### config.mk
export PLATFORM = sky130hd
export DESIGN_NAME = pc_gen
export DESIGN_NICKNAME = d
export VERILOG_FILES = /design/src/rtl/pc_pkg.sv /design/src/rtl/pc_btb.sv /design/src/rtl/pc_gen.sv
export SDC_FILE = /design/constraint.sdc
export NUM_CORES = 1
export LEC_CHECK = 0
export BUFFER_PORTS_ARGS = -buffer_cell sky130_fd_sc_hd__buf_2
export CAP_MARGIN = 20
export CORE_MARGIN = 1.5
export CORE_UTILIZATION = 49
export DETAILED_ROUTE_END_ITERATION = 7
export PLACE_DENSITY = 0.78
export SYNTH_ARGS = -nofsm -noshare
export SYNTH_HDL_FRONTEND = slang
export SYNTH_SLANG_ARGS = --single-unit
### constraint.sdc
create_clock -name clk -period 2.72 [get_ports clk]
set_input_delay 0.408 -clock clk [delete_from_list [all_inputs] [get_ports clk]]
set_output_delay 0.408 -clock clk [all_outputs]
set_load 0.02 [all_outputs]
### src/rtl/pc_pkg.sv
// Shared definitions for the PC generator: FSM state encoding and common constants.
package pc_pkg;

    typedef enum logic [1:0] {
        ST_INIT = 2'd0,
        ST_RUN  = 2'd1,
        ST_HOLD = 2'd2
    } pc_state_e;

    localparam logic        ENABLE    = 1'b1;
    localparam logic        DISABLE   = 1'b0;
    localparam logic [63:0] ZERO_WORD = 64'h0;

endpackage

### src/rtl/pc_btb.sv
// Direct-mapped branch target buffer: combinational lookup on the fetch PC,
// synchronous write of taken-branch targets from EX.
module pc_btb
    import pc_pkg::*;
#(
    parameter int ADDR_W      = 32,
    parameter int INST_BYTES  = 4,
    parameter int BTB_ENTRIES = 16
) (
    input  logic              clk,
    input  logic              rst,
    input  logic              rdy,
    input  logic [ADDR_W-1:0] lookup_pc,
    output logic              hit,
    output logic [ADDR_W-1:0] target,
    input  logic              upd_valid,
    input  logic [ADDR_W-1:0] upd_pc,
    input  logic [ADDR_W-1:0] upd_target
);

    localparam int OFF_W = $clog2(INST_BYTES);
    localparam int IDX_W = $clog2(BTB_ENTRIES);
    localparam int TAG_W = ADDR_W - IDX_W - OFF_W;

    logic [BTB_ENTRIES-1:0] valid_q;
    logic [TAG_W-1:0]       tag_q [BTB_ENTRIES];
    logic [ADDR_W-1:0]      tgt_q [BTB_ENTRIES];

    logic [IDX_W-1:0] rd_idx, wr_idx;
    logic [TAG_W-1:0] rd_tag, wr_tag;
    logic             wr_en;

    assign rd_idx = lookup_pc[OFF_W +: IDX_W];
    assign rd_tag = lookup_pc[ADDR_W-1 -: TAG_W];
    assign wr_idx = upd_pc[OFF_W +: IDX_W];
    assign wr_tag = upd_pc[ADDR_W-1 -: TAG_W];
    assign wr_en  = !rst && rdy && upd_valid;

    // Reads see the array before this edge's write, so a same-index update is invisible until next cycle.
    assign hit    = valid_q[rd_idx] && (tag_q[rd_idx] == rd_tag);
    assign target = tgt_q[rd_idx];

    // NOTE: sequential state uses non-blocking assignments so every register samples pre-edge values.
    always_ff @(posedge clk) begin
        if (rst) begin
            valid_q <= '0;
        end else if (wr_en) begin
            valid_q[wr_idx] <= ENABLE;
        end
    end

    // NOTE: tag/target arrays are not reset; the valid bits alone make stale contents harmless.
    always_ff @(posedge clk) begin
        if (wr_en) begin
            tag_q[wr_idx] <= wr_tag;
            tgt_q[wr_idx] <= upd_target;
        end
    end

    generate
        if (OFF_W > 0) begin : g_off
            logic unused_off;
            assign unused_off = ^{lookup_pc[OFF_W-1:0], upd_pc[OFF_W-1:0]};
        end
    endgenerate

endmodule

### src/rtl/pc_gen.sv
// Fetch PC generator with redirect handling and HOLD state for in-flight fetches.
// Optional BTB prediction is built when macro PC_BTB_EN is defined.
module pc_gen
    import pc_pkg::*;
#(
    parameter int                ADDR_W      = 32,
    parameter logic [ADDR_W-1:0] RESET_PC    = '0,
    parameter int                INST_BYTES  = 4,
    parameter int                BTB_ENTRIES = 16
) (
    input  logic              clk,
    input  logic              rst,
    input  logic              rdy,
    input  logic              stall_i,
    input  logic              redirect_valid_i,
    input  logic [ADDR_W-1:0] redirect_pc_i,
    input  logic              fetch_busy_i,
    input  logic              fetch_done_i,
    input  logic              upd_valid_i,
    input  logic [ADDR_W-1:0] upd_pc_i,
    input  logic [ADDR_W-1:0] upd_target_i,
    output logic [ADDR_W-1:0] pc_o,
    output logic              pc_valid_o,
    output logic              pred_taken_o,
    output logic              flush_o
);

    localparam logic [ADDR_W-1:0] ALIGN_MASK = ~ADDR_W'(INST_BYTES - 1);
    localparam logic [ADDR_W-1:0] PC_INC     = ADDR_W'(INST_BYTES);

    function automatic logic [ADDR_W-1:0] align(input logic [ADDR_W-1:0] a);
        return a & ALIGN_MASK;
    endfunction

    pc_state_e         state_q;
    logic [ADDR_W-1:0] pc_q;
    logic [ADDR_W-1:0] pending_q;
    logic              btb_hit;
    logic [ADDR_W-1:0] btb_target;
    logic [ADDR_W-1:0] seq_next;
    logic [ADDR_W-1:0] redirect_aligned;
    logic              hold_exit;

`ifdef PC_BTB_EN
    pc_btb #(
        .ADDR_W      (ADDR_W),
        .INST_BYTES  (INST_BYTES),
        .BTB_ENTRIES (BTB_ENTRIES)
    ) u_btb (
        .clk        (clk),
        .rst        (rst),
        .rdy        (rdy),
        .lookup_pc  (pc_q),
        .hit        (btb_hit),
        .target     (btb_target),
        .upd_valid  (upd_valid_i),
        .upd_pc     (upd_pc_i),
        .upd_target (upd_target_i)
    );
    assign seq_next = pred_taken_o ? align(btb_target) : pc_q + PC_INC;
`else
    logic unused_upd;
    assign unused_upd = ^{upd_valid_i, upd_pc_i, upd_target_i};
    assign btb_hit    = DISABLE;
    assign btb_target = ADDR_W'(ZERO_WORD);
    assign seq_next   = pc_q + PC_INC;
`endif

    assign redirect_aligned = align(redirect_pc_i);
    assign hold_exit        = fetch_done_i || !fetch_busy_i;

    assign pc_o         = pc_q;
    assign pc_valid_o   = !rst && rdy && (state_q == ST_RUN) && !stall_i;
    assign pred_taken_o = !rst && btb_hit;
    // A redirect is only accepted once the FSM has left INIT.
    assign flush_o      = !rst && rdy && redirect_valid_i && (state_q != ST_INIT);

    always_ff @(posedge clk) begin
        if (rst) begin
            pc_q      <= RESET_PC;
            state_q   <= ST_INIT;
            pending_q <= ADDR_W'(ZERO_WORD);
        end else if (rdy) begin
            unique case (state_q)
                ST_INIT: state_q <= ST_RUN;
                ST_RUN: begin
                    if (redirect_valid_i) begin
                        if (fetch_busy_i) begin
                            pending_q <= redirect_aligned;
                            state_q   <= ST_HOLD;
                        end else begin
                            pc_q <= redirect_aligned;
                        end
                    end else if (!stall_i && fetch_done_i) begin
                        pc_q <= seq_next;
                    end
                end
                ST_HOLD: begin
                    // The newest redirect wins, even on the cycle the fetch completes.
                    if (redirect_valid_i) begin
                        pending_q <= redirect_aligned;
                    end
                    if (hold_exit) begin
                        pc_q    <= redirect_valid_i ? redirect_aligned : pending_q;
                        state_q <= ST_RUN;
                    end
                end
                default: state_q <= ST_INIT;
            endcase
        end
    end

endmodule

Word-level counts from Yosys, hierarchy flattened
Index checks and enable logic that the tools add are counted.
- register bits: 66
- bits of input ports: 104
- add/subtract/negate cells: 1
- eq/ne operators: 7
- multiplexer cells: 13
- reduce and logical (&&, ||, !) cells: 16
- operator list (kind ; count):
    $mux 32 ; 7
    $pmux 32 s2 ; 2
    $add 32x3->32 const B ; 1
    $reduce_and 4->1 ; 2
    $logic_and 1x1->1 ; 6
    $mux 2 ; 3
    $ne 2x2->1 const B ; 3
    $pmux 2 s3 ; 1
    $reduce_and 5->1 ; 1
    $reduce_bool 2->1 ; 2
    $logic_not 1->1 ; 3
    $ne 3x2->1 const B ; 1
    $ne 3x3->1 const B ; 1
    $eq 2x1->1 const B ; 1
    $eq 2x2->1 const B ; 1
    $logic_not 2->1 ; 1
    $logic_or 1x1->1 ; 1

Longest topological paths before layout
Gate-level depths: netlist of the first run.
- word-level depth: 5
- mapped depth: 10
- mapped depth without buffers: 7

Worst setup path after synthesis of the first run
Ideal clock, no wire load.
- path kind: reg2reg
- start: register pc_q[2], in the netlist pc_o[2]
- end: register pc_q[30], in the netlist pc_o[30]
- library setup time: 81 ps
- arrival time: 2158 ps
- required time: 2639 ps
- slack: 482 ps
- stages on the path, launching flop included: 7
- path buffers: 0
- path through: dfxtp_1 > ha_1 > nand4_2 > or2_1 > or3_1 > or4_1 > a41oi_1
- longest elaborated chain between the ends: 4
- ends and longest elaborated chain (item ; line ; RTL):
    start: declaration ; pc_gen.sv:36 ; logic [ADDR_W-1:0] pc_q;
    start signal: assignment ; pc_gen.sv:92 ; pc_q <= redirect_aligned;
    start signal: assignment ; pc_gen.sv:95 ; pc_q <= seq_next;
    start signal: assignment ; pc_gen.sv:104 ; pc_q <= redirect_valid_i ? redirect_aligned : pending_q;
    $add 32x3->32 ; pc_gen.sv:66 ; assign seq_next = pc_q + PC_INC;
    $mux 32 ; pc_gen.sv:94 ; end else if (!stall_i && fetch_done_i) begin
    $mux 32 ; pc_gen.sv:87 ; if (redirect_valid_i) begin
    $pmux 32 s2 ; pc_gen.sv:84 ; unique case (state_q)
Every way passes these cells. The select of a mux whose other input is x is not followed.
A chain may end at the register's enable or synchronous reset.

Worst setup path after layout of the first run
- start: register state_q[0]
- end: register pending_q[12]
- longest elaborated chain between the ends: 3
- ends and longest elaborated chain (item ; line ; RTL):
    start: declaration ; pc_gen.sv:35 ; pc_state_e state_q;
    start signal: assignment ; pc_gen.sv:81 ; state_q <= ST_INIT;
    start signal: assignment ; pc_gen.sv:85 ; ST_INIT: state_q <= ST_RUN;
    start signal: assignment ; pc_gen.sv:90 ; state_q <= ST_HOLD;
    $eq 2x1->1 / $eq 2x2->1 (equally long branches) ; pc_gen.sv:84 ;
    $ne 2x2->1 (no line) / $reduce_bool 2->1 (equally long branches) ; - ;
    $reduce_and 4->1 (no line) ; - ;
    end signal: assignment ; pc_gen.sv:82 ; pending_q <= ADDR_W'(ZERO_WORD);
    end signal: assignment ; pc_gen.sv:89 ; pending_q <= redirect_aligned;
    end signal: assignment ; pc_gen.sv:101 ; pending_q <= redirect_aligned;
    end: declaration ; pc_gen.sv:37 ; logic [ADDR_W-1:0] pending_q;
Several ways; a longest one is shown, not always the timed one.

==> impl_metrics.yaml, run 1 <==
status:
  outcome: "complete, no violations"
cells_and_area:
  antennaDiodeCount: 0
  net_count_reported_at_finish: 684
  most-common-layout-cells: "sky130_fd_sc_hd__nand2_1 (116), sky130_fd_sc_hd__buf_2 (70), sky130_fd_sc_hd__a21oi_1 (69), sky130_fd_sc_hd__dfxtp_1 (66), sky130_fd_sc_hd__o21ai_0 (41)"
  mostFrequentLayoutCell: "sky130_fd_sc_hd__nand2_1"
  fin_util_pct: 59.62
  synthToLayoutAreaGrowth_pct: 18.11
  drive_above_1_share_pct: 19.62
critical_path:
  critical_path_arrival_ps: 2680
  timing.critical_path.buf_inv: 3
  critical_path_class: "flip-flop to flip-flop"
  worstRegToRegCells: 9
  path_delay_family: "buffers and inverters"
  worstSetupPathDepth: 9
  r2r-start: "state_q[0]"
  cp-start-kind: "flip-flop"
  worstPathRequired_ps: 2990
  timing.critical_path.fanout_max: 30
  critical_path.slowest_cell: "sky130_fd_sc_hd__dfxtp_1"
  worstPathCellList: "inv_1 -> ha_1 -> buf_4 -> nor2b_1 -> o21ai_0 -> nor2b_2 -> buf_4 -> nand2_1 -> a21oi_1"
  timing.critical_path.from: "state_q[0]"
  worst_setup_path_end_kind: "flip-flop"
  top_cell_by_count_worst_path: "sky130_fd_sc_hd__buf_4"
  cpPeakStageDelay_ps: 370
cts:
  worst_skew_pair.late_latency_ps: 340
  clock_tree.htree_level_count: 3
  clk_pin_slew_ps: 80
  cts.sink_count: 66
  cts_hold_repair.buffers: 0
  tritoncts.num_buffers: 9
  post-cts-setup-buffer-count: 0
  cts_repair_resize_count: 0
  clock_tree.root_cell: "sky130_fd_sc_hd__clkbuf_8"
  tritoncts: "built"
  cts_buffer_depth: 2
logic_synthesis:
  postSynthAreaPerCell_sq_um: 7.095
  mappedNetlistArea_sq_um: 3661
  yosys_most_used_dff: "sky130_fd_sc_hd__dfxtp_1"
  netlist.top_cell.by_area: "sky130_fd_sc_hd__dfxtp_1"
  synth.top_cells.by_area: "sky130_fd_sc_hd__dfxtp_1 (36%), sky130_fd_sc_hd__nand2_1 (12%), sky130_fd_sc_hd__a21oi_1 (9.4%)"
  synth_async_sr_flop_share_pct: 0
  synth.yosys.seq_area_share_pct: 36.09
  synthesis.yosys.warnings: 0
  synth_top_area_share_pct: 36.09
  postSynthCellCount: 516
  post_synth_edffs: 0
  postSynthRegisterBits: 66
  synth_fp_nets: 624
  post_synth_num_cell_types: 51
sta:
  worst_margin_pin_slew_ps: 601.3
  layout_worst_path_cycle_share_pct: 88.65
  setup_viol: 0
  worst_slew_margin_rel_pct: 59.91
  timing_hold_violations_final: 0
  setup_repair_after_global_routing_missed_its_margin: "false"
  final.setup.tns_ps: 0
  post-route-min-period_ps: 2411
  timing.final.max_slew_violations: 0
  maximum_clock_frequency_mhz: 414.7
  finalClockSkew_ps: 7.276
grt:
  pin_count_of_the_biggest_net_entering_global_routing: 49
  grt.overflow.total: 0
  first_global_vias: 3492
  gr-usage-all-layers_pct: 27.98
  grt_pass1_wl_um: 17320
  grt_antenna_before_repair: 0
power_and_ir_drop:
  sw_frac_of_total_pct: 31.09
  net-switching-power_uw: 734.7
  p_clk_share_pct: 35.1
  power_per_cell_area_nw_per_um2: 546.5
  sequentialPowerShare_pct: 45.8
  irDropWorstVdd_uv: 301.8
  cellInternalPower_mw: 1.628
  proportion_of_power_drawn_by_combinational_gates_pct: 19.2
  power.static_leakage_nw: 1.641
  design_power_total_mw: 2.363
die:
  ioPinCount: 139
  die_h_um: 89.44
  coreArea_sq_um: 7253
  start_util_pct: 50.47
  die_width_um: 89.44
  die_area_sq_um: 7999
  placementRows: 31
drt:
  drcViolationCount: 0
  initialDrtViolationCount: 363
  finalWirelength_um: 10810
  routedWlPerCell_um: 15.89
  detail_route.first_pass.iterations: 5
  routed-via-count: 4030
  ant_nets: 0
  drt-vias-per-instance: 5.926
worst_hold_path:
  hold_depth: 3
  timing.hold.worst.start: "redirect_pc_i[6]"
  min_path_type: "primary input to flip-flop"
placed_design:
  gp_routability_congestion: 0.9223
  placement.io_buffers: 70
  place.detailed.hpwl_um: 7415
flow_run:
  max_cap_violations: 0
[cells in the mapped netlist (all sizes together), types with 3 or more instances]
master / number
ha: 4
nand4: 12
nor2: 33
and2: 6
nor4b: 4
buf: 8
nand3: 18
a221o: 4
a41oi: 3
nor2b: 4
dfxtp: 66
mux2i: 6
o41ai: 3
a21oi: 69
o21ai: 41
a31oi: 14
nand2: 116
clkbuf: 34
inv: 8
nor3: 10
nand3b: 5
nand2b: 6
or2: 3
or4: 7
a211oi: 3
[worst reg2reg max path: cells and delay by family (launching register included)]
family,cells,cell delay [ps]
buffers and inverters,3,700
and+or+nand+nor,3,530
AOI/OAI and AO/OA,2,410
DFF,1,370
adders and majority gates,1,340
[cells by family after synthesis]
group,Yosys count,synth area share (%)
AND/OR/NAND/NOR,235,30.83
AO/OA/AOI/OAI,153,24.37
flip-flops,66,36.09
buffers and inverters,50,5.366
multiplexers,6,1.641
adder cells (fa/ha/maj),4,1.367
other,1,0.1024
XOR/XNOR,1,0.2393
[metal layers]
metal	share of wire, %	track usage, %	vias up
met2	45	41.83	193
met4	2.4	11.47	0
met1	45	40.30	1862
met5	0	0	-
met3	6.9	3.970	28
li1	-	-	1947
[power by group through the flow]
| stage | Combinational, mW | Clock (mW) | Sequential, mW |
|---|---|---|---|
| final | 0.453 | 0.829 | 1.08 |
| after global routing | 0.498 | 0.878 | 1.09 |
| after CTS | 0.446 | 0.835 | 1.08 |
| after detailed placement | 0.444 | 0 | 1.10 |
| after global placement | 0.433 | 0 | 1.10 |
| after floorplan | 0.265 | 0 | 1.12 |
[path summary, 6_finish.rpt]
check | end | slack, ps
setup / recovery | pending_q[12] | 310
hold / removal | pending_q[6] | 310
setup reg to reg | pending_q[12] | 310
hold reg to reg | pending_q[30] | 460
[flip-flops by register name (all words and copies together), names as in the netlist]
register,cells
state_q,2
pc_o,32
pending_q,32
[through the flow]
step | worst slack [ps] | instances | hold WS [ps] | area, sq um
after floorplan | 481.7 | 516 | 436.0 | 3661
after CTS | 336.0 | 680 | 305.8 | 4324
after detailed placement | 244.2 | 664 | 446.9 | 4129
final | 308.8 | 680 | 307.6 | 4324
after global placement | 297.0 | 664 | 441.7 | 4129
after global routing | 148.7 | 680 | 310.9 | 4324
[cell type report]
cell class,instances,area (sq um)
fillers,683,2929
multi-input cells,400,2146
flip-flops and latches,66,1321
repair buffers,91,508.0
clock buffers,11,141.4
well taps,99,123.9
clock inverters,5,53.80
inverters,8,30.03
(Power assumes the default switching activity.)
==> inputs of run 2 (changes only) <==
--- a/config.mk
+++ b/config.mk
@@ -8,9 +8,10 @@
 export BUFFER_PORTS_ARGS = -buffer_cell sky130_fd_sc_hd__buf_2
 export CAP_MARGIN = 20
 export CORE_MARGIN = 1.5
-export CORE_UTILIZATION = 49
+export CORE_UTILIZATION = 51
+export CTS_BUF_LIST = sky130_fd_sc_hd__clkbuf_2
 export DETAILED_ROUTE_END_ITERATION = 7
-export PLACE_DENSITY = 0.78
+export PLACE_DENSITY = 0.81
 export SYNTH_ARGS = -nofsm -noshare
 export SYNTH_HDL_FRONTEND = slang
 export SYNTH_SLANG_ARGS = --single-unit
==> run 2 against run 1 <==
Net effect:
- maximum frequency shrank 1.2%
- first-iteration DRC count up 35%
- die area down 3.8%
- sequential power about the same
==> impl_metrics.yaml, run 2 (synthesis gave the netlist of run 1 again) <==
sta:
  setup_viol: 0
  timing_hold_violations_final: 0
  layout_worst_path_cycle_share_pct: 89.76
  post-route-min-period_ps: 2442
  worst_margin_pin_slew_ps: 592.2
  setup_repair_after_global_routing_missed_its_margin: "false"
  maximum_clock_frequency_mhz: 409.6
  post-route-worst-setup-slack_ps: 278.4
  timing.final.max_slew_violations: 0
  worst_slew_margin_rel_pct: 60.52
  finalClockSkew_ps: 37.87
  final.setup.tns_ps: 0
drt:
  ant_nets: 0
  routed-via-count: 3993
  initialDrtViolationCount: 490
  drt-vias-per-instance: 5.942
  detail_route.first_pass.iterations: 6
  drcViolationCount: 0
  finalWirelength_um: 10500
  routedWlPerCell_um: 15.62
power_and_ir_drop:
  irDropWorstVdd_uv: 250.7
  power_per_cell_area_nw_per_um2: 516.0
  power.static_leakage_nw: 1.596
cells_and_area:
  most-common-layout-cells: "sky130_fd_sc_hd__nand2_1 (116), sky130_fd_sc_hd__buf_2 (70), sky130_fd_sc_hd__a21oi_1 (69), sky130_fd_sc_hd__dfxtp_1 (66), sky130_fd_sc_hd__o21ai_0 (41)"
  drive_above_1_share_pct: 18.75
  synthToLayoutAreaGrowth_pct: 15.21
  final-seq-area_sq_um: 1321
  net_count_reported_at_finish: 680
  nFillCells: 641
  combined_area_of_the_multi_input_logic_cells_sq_um: 2146
  antennaDiodeCount: 0
  mostFrequentLayoutCell: "sky130_fd_sc_hd__nand2_1"
cts:
  clock_tree.root_cell: "sky130_fd_sc_hd__clkbuf_2"
  post-cts-setup-buffer-count: 0
  tritoncts: "built"
  cts.sink_count: 66
  cts_hold_repair.buffers: 0
  clock_tree.htree_level_count: 3
  cts_repair_resize_count: 0
  clk_pin_slew_ps: 200
  worst_skew_pair.late_latency_ps: 530
  cts_buffer_depth: 2
  tritoncts.num_buffers: 9
die:
  start_util_pct: 53.30
  die_h_um: 87.73
  die_width_um: 87.73
  coreArea_sq_um: 6869
  die_area_sq_um: 7696
  ioPinCount: 139
  placementRows: 30
critical_path:
  timing.critical_path.from: "pc_o[2]"
  critical_path_class: "flip-flop to flip-flop"
  critical_path.slowest_cell: "sky130_fd_sc_hd__dfxtp_1"
  critical_path_arrival_ps: 2870
  timing.critical_path.fanout_max: 6
  worst_setup_path_end_kind: "flip-flop"
  worstPathRequired_ps: 3150
  cp-start-kind: "flip-flop"
  worstPathCellList: "ha_1 -> nand4_2 -> or2_1 -> or3_1 -> or4_1 -> a41oi_1"
  cpPeakStageDelay_ps: 460
  r2r-start: "pc_o[2]"
flow_run:
  max_cap_violations: 0
status:
  outcome: "complete, no violations"
placed_design:
  pre_cts_ws_ps: 334.3
  placement.io_buffers: 70
  place.detailed.hpwl_um: 7042
  gp_routability_congestion: 0.8546
grt:
  first_global_vias: 3514
  grt_pass1_wl_um: 16960
  pin_count_of_the_biggest_net_entering_global_routing: 48
  gr-usage-all-layers_pct: 28.26
  grt_antenna_before_repair: 0
  grt.overflow.total: 0
worst_hold_path:
  min_path_type: "primary input to flip-flop"
  timing.hold.worst.start: "redirect_pc_i[6]"
run 2: final timing paths:
check,end,slack [ps],depth (start not counted)
worst max-delay path,pc_o[30],280,6
worst min-delay path,pending_q[6],100,3
worst max register to register,pc_o[30],280,6
worst min register to register,pending_q[19],470,2
run 2: metrics by stage:
stage / power [mW] / utilization [%] / instances / hold slack, ps / instance area, sq um
CTS: 2.176 / 61.40 / 672 / 81.89 / 4218
global placement: 1.525 / 59.62 / 657 / 441.7 / 4095
floorplan: 1.386 / - / 516 / 436.0 / 3661
global route: 2.280 / 61.40 / 672 / 98.58 / 4218
finish: 2.176 / 61.40 / 672 / 101.9 / 4218
detailed placement: 1.539 / 59.62 / 657 / 447.5 / 4095
run 2: per-layer routing:
layer / up-vias / share of wire (%) / routed length [um] / global-route usage, %
met5: - / 0 / 0 / 0
met4: 0 / 2.7 / 280 / 14.00
met3: 30 / 8.8 / 924 / 5.090
met2: 214 / 44 / 4644 / 41.92
met1: 1809 / 44 / 4649 / 39.41
li1: 1940 / - / - / -
run 2: report_power, final:
part	leakage, nW	total [mW]	internal (mW)	switching [mW]
clock	0.0771	0.647	0.302	0.345
combinational	0.983	0.445	0.153	0.292
sequential	0.536	1.08	1.03	0.0576
run 2: layout make-up:
| type | count | area share (%) |
|---|---|---|
| clock buffers | 11 | 1.305 |
| clock inverters | 4 | 1.602 |
| inverters | 8 | 0.7120 |
| multi-input cells | 400 | 50.88 |
| flip-flops and latches | 66 | 31.33 |
| well taps | 96 | 2.848 |
| repair buffers | 87 | 11.33 |
run 2: critical path, delay by kind of cell (launching register included):
kind | cells | cell delay (ps)
AND/OR/NAND/NOR | 4 | 1410
flip-flops | 1 | 460
adder cells (fa/ha/maj) | 1 | 270
AO/OA/AOI/OAI | 1 | 220
